--- src/rtl/snake_step_ctrl.sv ---
// Step controller for an 8x8 snake game: clears the field, then advances the
// snake one cell every TICK_DIV+3 cycles, and drives a one-cell field write port.
module snake_step_ctrl #(
    parameter int TICK_DIV = 16,
    parameter int MAX_LEN  = 8
) (
    input  logic       i_clk,
    input  logic       i_rst,
    input  logic       i_start,
    input  logic       i_dir_valid,
    input  logic [1:0] i_dir,
    input  logic [2:0] i_food_x,
    input  logic [2:0] i_food_y,
    output logic [2:0] o_head_x,
    output logic [2:0] o_head_y,
    output logic [1:0] o_cur_dir,
    output logic [3:0] o_length,
    output logic       o_wr_en,
    output logic [2:0] o_wr_x,
    output logic [2:0] o_wr_y,
    output logic       o_wr_val,
    output logic       o_step_pulse,
    output logic       o_eat_pulse,
    output logic       o_game_over,
    output logic       o_busy,
    output logic [2:0] o_state
);

    typedef enum logic [2:0] {
        S_IDLE, S_CLEAR, S_INIT, S_RUN, S_MOVE, S_ERASE, S_DRAW, S_OVER
    } state_t;

    localparam logic [3:0]  LP_MAX_LEN   = 4'(MAX_LEN);
    localparam logic [15:0] LP_TICK_LAST = 16'(TICK_DIV - 1);

    state_t      r_state;
    state_t      w_next_state;
    logic [5:0]  r_clr_cnt;
    logic [15:0] r_tick;
    logic [2:0]  r_head_x;
    logic [2:0]  r_head_y;
    logic [1:0]  r_cur_dir;
    logic [1:0]  r_pend_dir;
    logic [3:0]  r_len;
    logic [2:0]  r_seg_x [MAX_LEN];
    logic [2:0]  r_seg_y [MAX_LEN];
    logic [2:0]  r_nx;
    logic [2:0]  r_ny;
    logic        r_grow;

    logic [2:0]  w_mv_x;
    logic [2:0]  w_mv_y;
    logic [2:0]  w_tail_x;
    logic [2:0]  w_tail_y;
    logic [1:0]  w_ref_dir;
    logic        w_dir_ok_state;
    logic        w_dir_accept;
    logic        w_grow;
    logic        w_hit;

    // INIT forces the applied direction to right, so reversal is judged against that.
    assign w_ref_dir      = (r_state == S_INIT) ? 2'b01 : r_cur_dir;
    assign w_dir_ok_state = (r_state != S_IDLE) && (r_state != S_CLEAR) && (r_state != S_OVER);
    assign w_dir_accept   = i_dir_valid && w_dir_ok_state && (i_dir != (w_ref_dir ^ 2'b10));

    always_comb begin
        w_mv_x = r_head_x;
        w_mv_y = r_head_y;
        case (r_pend_dir)
            2'b00:   w_mv_y = r_head_y - 3'd1;
            2'b01:   w_mv_x = r_head_x + 3'd1;
            2'b10:   w_mv_y = r_head_y + 3'd1;
            default: w_mv_x = r_head_x - 3'd1;
        endcase
    end

    assign w_grow = (w_mv_x == i_food_x) && (w_mv_y == i_food_y) && (r_len < LP_MAX_LEN);

    // The tail vacates its cell during a non-growing step, so it cannot be hit.
    always_comb begin
        w_hit    = 1'b0;
        w_tail_x = r_seg_x[0];
        w_tail_y = r_seg_y[0];
        for (int i = 0; i < MAX_LEN; i++) begin
            if (4'(i) == r_len - 4'd1) begin
                w_tail_x = r_seg_x[i];
                w_tail_y = r_seg_y[i];
            end
            if ((4'(i) < r_len) && (r_seg_x[i] == w_mv_x) && (r_seg_y[i] == w_mv_y)
                && (w_grow || (4'(i) != r_len - 4'd1))) begin
                w_hit = 1'b1;
            end
        end
    end

    always_comb begin
        w_next_state = r_state;
        case (r_state)
            S_IDLE, S_OVER: if (i_start) w_next_state = S_CLEAR;
            S_CLEAR:        if (r_clr_cnt == 6'd63) w_next_state = S_INIT;
            S_INIT:         w_next_state = S_RUN;
            S_RUN:          if (r_tick == LP_TICK_LAST) w_next_state = S_MOVE;
            S_MOVE: begin
                if (w_hit)       w_next_state = S_OVER;
                else if (w_grow) w_next_state = S_DRAW;
                else             w_next_state = S_ERASE;
            end
            S_ERASE:        w_next_state = S_DRAW;
            S_DRAW:         w_next_state = S_RUN;
            default:        w_next_state = S_IDLE;
        endcase
    end

    always_comb begin
        o_wr_en      = 1'b0;
        o_wr_x       = 3'd0;
        o_wr_y       = 3'd0;
        o_wr_val     = 1'b0;
        o_step_pulse = 1'b0;
        o_eat_pulse  = 1'b0;
        case (r_state)
            S_CLEAR: begin
                o_wr_en = 1'b1;
                o_wr_x  = r_clr_cnt[2:0];
                o_wr_y  = r_clr_cnt[5:3];
            end
            S_INIT: begin
                o_wr_en  = 1'b1;
                o_wr_val = 1'b1;
            end
            S_ERASE: begin
                o_wr_en = 1'b1;
                o_wr_x  = w_tail_x;
                o_wr_y  = w_tail_y;
            end
            S_DRAW: begin
                o_wr_en      = 1'b1;
                o_wr_x       = r_nx;
                o_wr_y       = r_ny;
                o_wr_val     = 1'b1;
                o_step_pulse = 1'b1;
                o_eat_pulse  = r_grow;
            end
            default: ;
        endcase
    end

    assign o_game_over = (r_state == S_OVER);
    assign o_busy      = (r_state != S_IDLE) && (r_state != S_OVER);
    assign o_head_x    = r_head_x;
    assign o_head_y    = r_head_y;
    assign o_cur_dir   = r_cur_dir;
    assign o_length    = r_len;
    assign o_state     = r_state;

    always_ff @(posedge i_clk) begin
        if (i_rst) begin
            r_state    <= S_IDLE;
            r_clr_cnt  <= 6'd0;
            r_tick     <= 16'd0;
            r_head_x   <= 3'd0;
            r_head_y   <= 3'd0;
            r_cur_dir  <= 2'b01;
            r_pend_dir <= 2'b01;
            r_len      <= 4'd1;
            r_nx       <= 3'd0;
            r_ny       <= 3'd0;
            r_grow     <= 1'b0;
            for (int i = 0; i < MAX_LEN; i++) begin
                r_seg_x[i] <= 3'd0;
                r_seg_y[i] <= 3'd0;
            end
        end else begin
            r_state <= w_next_state;
            if (w_dir_accept) r_pend_dir <= i_dir;
            case (r_state)
                S_IDLE, S_OVER: r_clr_cnt <= 6'd0;
                S_CLEAR:        r_clr_cnt <= r_clr_cnt + 6'd1;
                S_INIT: begin
                    r_head_x   <= 3'd0;
                    r_head_y   <= 3'd0;
                    r_len      <= 4'd1;
                    r_cur_dir  <= 2'b01;
                    r_seg_x[0] <= 3'd0;
                    r_seg_y[0] <= 3'd0;
                    r_tick     <= 16'd0;
                    if (!w_dir_accept) r_pend_dir <= 2'b01;
                end
                S_RUN:  r_tick <= r_tick + 16'd1;
                S_MOVE: begin
                    r_cur_dir <= r_pend_dir;
                    r_nx      <= w_mv_x;
                    r_ny      <= w_mv_y;
                    r_grow    <= w_grow;
                end
                S_DRAW: begin
                    r_head_x   <= r_nx;
                    r_head_y   <= r_ny;
                    r_seg_x[0] <= r_nx;
                    r_seg_y[0] <= r_ny;
                    for (int i = MAX_LEN - 1; i > 0; i--) begin
                        r_seg_x[i] <= r_seg_x[i-1];
                        r_seg_y[i] <= r_seg_y[i-1];
                    end
                    if (r_grow) r_len <= r_len + 4'd1;
                    r_tick <= 16'd0;
                end
                default: ;
            endcase
        end
    end

endmodule

--- config.mk ---
export PLATFORM = sky130hd
export DESIGN_NAME = snake_step_ctrl
export DESIGN_NICKNAME = d
export VERILOG_FILES = /design/src/rtl/snake_step_ctrl.sv
export SDC_FILE = /design/constraint.sdc
export NUM_CORES = 1
export LEC_CHECK = 0
export CAP_MARGIN = 0
export CELL_PAD_IN_SITES_DETAIL_PLACEMENT = 2
export CELL_PAD_IN_SITES_GLOBAL_PLACEMENT = 2
export CORE_ASPECT_RATIO = 2
export CORE_UTILIZATION = 38
export CTS_CLUSTER_DIAMETER = 40
export CTS_CLUSTER_SIZE = 20
export DETAILED_ROUTE_END_ITERATION = 8
export HOLD_SLACK_MARGIN = 0.15
export PLACE_DENSITY = 0.89
export RECOVER_POWER = 100
export SLEW_MARGIN = 20
export SYNTH_ARGS = -nofsm -noshare
export SYNTH_HDL_FRONTEND = slang
export SYNTH_SLANG_ARGS = --single-unit
--- constraint.sdc ---
create_clock -name i_clk -period 3.63 [get_ports i_clk]
set_clock_uncertainty 0.05 [all_clocks]
set_input_delay 0.726 -clock i_clk [delete_from_list [all_inputs] [get_ports i_clk]]
set_output_delay 0.726 -clock i_clk [all_outputs]
set_load 0.02 [all_outputs]
### After elaboration in Yosys (flattened, before gate mapping)

Memories as Yosys holds them, arrays and structs flattened.
Index checks and enable logic that the tools add are counted.

| cells by class | value |
|---|---|
| add/sub/neg operators | 8 |
| $mul | 0 |
| divide/modulo/power cells | 0 |
| $lt $le $gt $ge | 9 |
| equal/unequal tests | 50 |
| shift operators | 0 |
| mux-type cells | 72 |
| bitwise logic cells | 19 |
| reductions and logical operators | 53 |

Operators by type and width:

| cell | count |
|---|---|
| two-way mux 3 bit | 35 |
| == test 3 bit | 18 |
| one-hot mux 16 bit (2 select lines) | 1 |
| logical AND 1 bit | 31 |
| one-hot mux 3 bit (2 select lines) | 4 |
| two-way mux 1 bit | 19 |
| OR 1 bit | 18 |
| one-hot mux 3 bit (3 select lines) | 2 |
| one-hot mux 3 bit (6 select lines) | 1 |
| adder 16 x 1 -> 16 bit, second input constant | 1 |
| == test 16 x 4 -> 1 bit, second input constant | 1 |
| == test 3 x 4 -> 1 bit, first input constant | 4 |
| < comparator 3 x 4 -> 1 bit, first input constant | 4 |
| inequality test 3 x 4 -> 1 bit, first input constant | 4 |
| == test 3 bit, second input constant | 4 |
| two-way mux 2 bit | 6 |
| one-hot mux 6 bit (2 select lines) | 1 |
| == test 2 x 4 -> 1 bit, first input constant | 2 |
| logical OR 1 bit | 8 |
| < comparator 1 x 4 -> 1 bit, first input constant | 2 |
| < comparator 2 x 4 -> 1 bit, first input constant | 2 |
| inequality test 2 bit, second input constant | 4 |
| inequality test 2 x 4 -> 1 bit, first input constant | 2 |
| one-hot mux 4 bit (2 select lines) | 1 |
| 28 further kinds | 36 |

| word-level totals | value |
|---|---|
| flip-flop bits (word level) | 46 |
| bits in latches | 0 |
| RAM bits | 48 |
| ROM bits | 0 |
| input bits | 12 |
| output and inout bits | 27 |
| logic and storage cells | 224 |
| memories | 2 |

Memories:

| name | depth | bits a word | read ports | clocked after memory_dff | write ports | RTL line | source |
|---|---|---|---|---|---|---|---|
| r_seg_x | 8 | 3 | 8 | 0 | 8 | 45 | `logic [2:0] r_seg_x [MAX_LEN];` |
| r_seg_y | 8 | 3 | 8 | 0 | 8 | 46 | `logic [2:0] r_seg_y [MAX_LEN];` |

### Depth between registers and ports, before layout

| logic depth | value |
|---|---|
| word-level depth | 18 |
| mapped depth | 13 |
| gate-level depth less buffers | 10 |

### Worst setup path before layout

No wires, ideal clock.

| path | value |
|---|---|
| path kind | flip-flop to flip-flop |
| from | reg r_pend_dir[0] |
| to | reg r_state[1], in the netlist o_state[1] |
| library setup time | 115 ps |
| arrival time | 3,179 ps |
| required time | 3,465 ps |
| slack | 286 ps |
| stages on the path, launching flop included | 14 |
| buffers on the path | 4 |
| clock period less this slack | 3,344 ps |
| path through | dfxtp_1 > buf_6 > clkbuf_1 > clkbuf_1 > nor2b_1 > fa_1 > nor2b_1 > clkbuf_1 > or3_1 > o2111a_1 > nand4_1 > a21oi_1 > or4_1 > o21a_1 |

| between the ends | value |
|---|---|
| cells in the longest elaborated chain, start to end | 18 |
| elaborated cells on any way between the ends | 69 |
| classes of those cells | eq/ne (20); mux (13); reduce/logical (36) |

Ends and longest elaborated chain:

| what | RTL line | source |
|---|---|---|
| start, declared | 43 | `logic [1:0] r_pend_dir;` |
| start signal, assigned | 175 | `if (w_dir_accept) r_pend_dir <= i_dir;` |
| == test 2 bit or logical NOT 2 bit (tied branches) | 69 | `case (r_pend_dir)` |
| OR reduction 2 bit (no source line) | -- |  |
| one-hot mux 3 bit (2 select lines) | 69 |  |
| == test 3 bit | 77 | `assign w_grow = (w_mv_x == i_food_x) && (w_mv_y == i_food_y) && (r_len < LP_MAX_LEN);` |
| logical AND 1 bit (2 in series) | 77 |  |
| logical OR 1 bit | 90 | `&& (w_grow \|\| (4'(i) != r_len - 4'd1))) begin` |
| logical AND 1 bit | 90 |  |
| two-way mux 1 bit (8 in series) | 89 | `if ((4'(i) < r_len) && (r_seg_x[i] == w_mv_x) && (r_seg_y[i] == w_mv_y)` |
| two-way mux 2 bit * | 104 | `if (w_hit) w_next_state = S_OVER;` |
| one-hot mux 3 bit (6 select lines) * | 98 | `case (r_state)` |
| end signal, assigned | 174 | `r_state <= w_next_state;` |
| end, declared | 36 | `state_t r_state;` |

Every way passes the cells marked *; elsewhere a longest branch is shown, timed or not.
A chain may end at the register's enable or synchronous reset.

### Worst setup path after layout

| path | value |
|---|---|
| from | reg r_len[0], in the netlist o_length[0] |
| to | out o_wr_x[0] |

| between the ends | value |
|---|---|
| cells in the longest elaborated chain, start to end | 10 |
| elaborated cells on any way between the ends | 16 |
| classes of those cells | add/sub (1); eq/ne (7); mux (8) |

Ends and longest elaborated chain:

| what | RTL line | source |
|---|---|---|
| start, declared | 44 | `logic [3:0] r_len;` |
| start signal, assigned | 205 | `if (r_grow) r_len <= r_len + 4'd1;` |
| subtractor 4 x 1 -> 4 bit * | 85 | `if (4'(i) == r_len - 4'd1) begin` |
| == test 1 x 4 -> 1 bit | 85 |  |
| two-way mux 3 bit (6 in series) | 85 |  |
| two-way mux 3 bit * | 85 |  |
| one-hot mux 3 bit (3 select lines) * | 121 | `case (r_state)` |
| end, declared | 19 | `output logic [2:0] o_wr_x,` |

Marks and branches as above.

==> results.sh <==
export IMPL_crit_type="register to output port"
export IMPL_layout_drive_gt1_share=0.139
export IMPL_cts_buffer_depth=2
export IMPL_timing_final_crit_share=1.01
export IMPL_power_density_mw_per_mm2=319
export IMPL_io_buffers=38
export IMPL_nets=746
export IMPL_die_h_um=180
export IMPL_p_clk_frac=0.433
export IMPL_final_hold_viol_count=0
export IMPL_grt_pass1_wl_mm=41.4
export IMPL_yosys_top_cells_area="edfxtp_1, dfxtp_1, and2_1"
export IMPL_min_from="r_ny[0]"
export IMPL_swShare=0.266
export IMPL_p_switching_w=0.000611
export IMPL_synth_top_area_cell="edfxtp_1"
export IMPL_hp_class="register to register"
export IMPL_dpl_hpwl_mm=19.6
export IMPL_coreArea_sq_mm=0.0154
export IMPL_reg2reg_to="o_state[1]"
export IMPL_track_usage=0.345
export IMPL_regArea_sq_mm=0.00236
export IMPL_synth_ff_type="edfxtp_1"
export IMPL_syn_num_nets=689
export IMPL_multi_input_area_sq_mm=0.00344
export IMPL_start_util=0.391
export IMPL_clk_pin_slew_ns=0.07
export IMPL_cts_buffers=9
export IMPL_clk_latency_ns=0.38
export IMPL_yosysWarnings=0
export IMPL_whs_path_depth=2
export IMPL_pwr_share_comb=0.060
export IMPL_dieArea_sq_mm=0.0164
export IMPL_final_cell_area_sq_mm=0.00718
export IMPL_row_count=64
export IMPL_antenna_found_initial=0
export IMPL_fp_dieW_um=91.0
export IMPL_vias=6048
export IMPL_whs_endpoint="r_ny[0]"
export IMPL_reg2reg_slack_ns=0.09
export IMPL_yosys_area_share_adder=0.0233
export IMPL_drt_first_pass_iters=5
export IMPL_cp_max_fo=4
export IMPL_synth_top_family_by_area="simple AND/OR/NAND/NOR gates"
export IMPL_syn_to_final_growth_pct=19.3
export IMPL_worst_ep_arrival_time_ns=2.89
export IMPL_leakage_nw=2.74
export IMPL_cts_tree="done"
export IMPL_tightest_slew_ns=1.88
export IMPL_placement_cell_area_sq_mm=0.00678
export IMPL_num_antenna_cells=0
export IMPL_routed_wl_mm=28.1
export IMPL_yosysTopAreaCellShare=0.240
export IMPL_fill_cells=1696
export IMPL_io_pins=39
export IMPL_synthArstFlopShare=0
export IMPL_htreeDepth=3
export IMPL_grt_max_degree=43
export IMPL_ir_drop_mv=0.280
export IMPL_setup_viol_count_final=4
export IMPL_timing_hold_ws_ns=0.470
export IMPL_holdBufCountCts=0
export IMPL_report_power_total_w=0.00229
export IMPL_vias_per_cell=6.52
export IMPL_post_drt_wl_per_cell_um=30.3
export IMPL_globalplace_congestion=0.939
export IMPL_yosysSeqAreaShare=0.393
export IMPL_synth_compound_area_frac=0.187
export IMPL_ys_ff_latch=94
export IMPL_synth_avg_cell_area_sq_um=9.02
export IMPL_finish_utilization=0.467
export IMPL_p_int_w=0.00168
export IMPL_route_detailed_drc=0
export IMPL_critPathCaptureType="output port"
export IMPL_max_slew_margin=-0.255
export IMPL_synthesis_area_sq_mm=0.00601
export IMPL_worst_slack_ns=-0.0340
export IMPL_synth_xor_area_share=0.109
export IMPL_timing_fmax_ghz=0.273
export IMPL_cap_viol_max_count=1
export IMPL_fin_crit_ns=3.66
export IMPL_r2r_start="r_pend_dir[0]"
export IMPL_synth_area_mux_share=0.00166
export IMPL_cts_root_buf="clkbuf_16"
export IMPL_drv_slew=37
export IMPL_grt_pass1_vias=6769
export IMPL_final_common_cell="nor2_1"
export IMPL_synth_edf_count=48
export IMPL_mostFrequentLayoutCells="nor2_1, edfxtp_1, dfxtp_1"
export IMPL_synth_simple_area_share=0.232
export IMPL_synthDistinctLibCells=66
export IMPL_synthCells=667
export IMPL_violations="max-capacitance violations, max-slew violations, negative setup slack"
export IMPL_cts_sinks=94
export IMPL_cp_start_kind="register"
export IMPL_worstPathRequired_ns=2.85
export IMPL_drtAntennaViolNets=0
export IMPL_ff2ff_path_depth=10
export IMPL_overflow=0
export IMPL_p_seq_frac=0.507
export IMPL_first_iter_violations=470
export IMPL_status="finished with violations"
critical path, cell delays in order, from the launching register on:
cell and delay (ns):
dfxtp_2 0.37, inv_2 0.07, ha_4 0.16, buf_4 0.13, or2b_2 0.22, clkbuf_2 0.16
nor2_2 0.07, nor3_1 0.46, nor2b_2 0.34, buf_4 0.19, a221o_1 0.17, clkbuf_2 0.17
logic make-up (layout without fill, tap and decap cells):
| kind of cell | Yosys count | after routing |
|---|---|---|
| XOR/XNOR | 65 | 65 |
| flip-flops | 94 | 94 |
| AND/OR/NAND/NOR | 264 | 264 |
| multiplexers | 1 | 1 |
| AO/OA/AOI/OAI | 165 | 165 |
| buffers and inverters | 68 | 130 |
| adder cells (fa/ha/maj) | 10 | 10 |
area by class of cell:
| type | count | area share |
|---|---|---|
| Clock buffer | 10 | 0.0333 |
| Clock inverter | 6 | 0.00732 |
| Inverter | 29 | 0.0152 |
| Multi-Input combinational cell | 505 | 0.479 |
| Sequential cell | 94 | 0.330 |
| Tap cell | 198 | 0.0345 |
| Timing Repair Buffer | 85 | 0.101 |
metal layers:
| metal | global-route usage | wire length, um |
|---|---|---|
| met5 | 0 | 0 |
| met4 | 0.321 | 2770 |
| met3 | 0.0554 | 1360 |
| met2 | 0.622 | 14600 |
| met1 | 0.323 | 9340 |
state kept, by name, indices dropped and copies added (netlist names):
name and flops:
r_nx 3, r_grow 1, r_ny 3, r_seg_y 24
r_seg_x 24, o_head_x 3, o_head_y 3, r_clr_cnt 6
o_cur_dir 2, r_tick 16, r_pend_dir 2, o_state 3
o_length 4
worst max-delay path by stage:
| stage | startpoint | endpoint | slack (ns) |
|---|---|---|---|
| detailed placement | o_length[0] | o_wr_y[1] | -0.16 |
| finish | o_length[0] | o_wr_x[0] | -0.03 |
| floorplan | r_pend_dir[0] | o_state[1] | 0.29 |
| global placement | o_length[0] | o_wr_x[1] | -0.29 |
| global route | o_length[3] | o_wr_y[1] | -0.09 |
| CTS | o_length[0] | o_wr_y[1] | 0.02 |
power groups by stage:
stage	logic (W)	registers [W]	clock network [W]
3_3_place_gp	0.000128	0.00118	0
4_1_cts	0.000137	0.00116	0.000988
5_1_grt	0.000143	0.00116	0.00103
6_report	0.000137	0.00116	0.000993
3_5_place_dp	0.000134	0.00118	0
2_1_floorplan	0.0000741	0.00117	0
timing repair:
action	in CTS	in global routing
endpoints found under the setup margin	6	6
pin swaps	6	7
gates cloned	0	0
setup buffers	3	2
resized for setup	35	18
Yosys cell counts, types with 6 or more instances:
| cell type | count |
|---|---|
| ha_1 | 8 |
| dfxtp_1 | 46 |
| o21a_1 | 6 |
| or2_2 | 6 |
| nand3_1 | 17 |
| a31oi_1 | 11 |
| o221ai_1 | 7 |
| o22ai_1 | 7 |
| xor2_1 | 27 |
| edfxtp_1 | 48 |
| xnor2_1 | 31 |
| and3_1 | 10 |
| nor2_1 | 58 |
| or3_1 | 18 |
| o211ai_1 | 7 |
| clkbuf_1 | 25 |
| a21o_1 | 9 |
| nor2b_1 | 9 |
| inv_1 | 28 |
| a21oi_1 | 42 |
| nor4_1 | 14 |
| and2_1 | 45 |
| nand4_1 | 12 |
| o21ai_0 | 29 |
| nor3_1 | 21 |
| nand2_1 | 38 |
| a221o_1 | 8 |
| buf_6 | 9 |
stage by stage:
stage / setup slack, ns / instances / setup TNS (ns)
detailed placement: -0.159 / 906 / -0.656
global placement: -0.291 / 906 / -1.37
global route: -0.0907 / 927 / -0.189
finish: -0.0340 / 927 / -0.0842
floorplan: 0.286 / 667 / 0
CTS: 0.0159 / 925 / 0
Note: power is estimated with default switching activity, not from simulation.
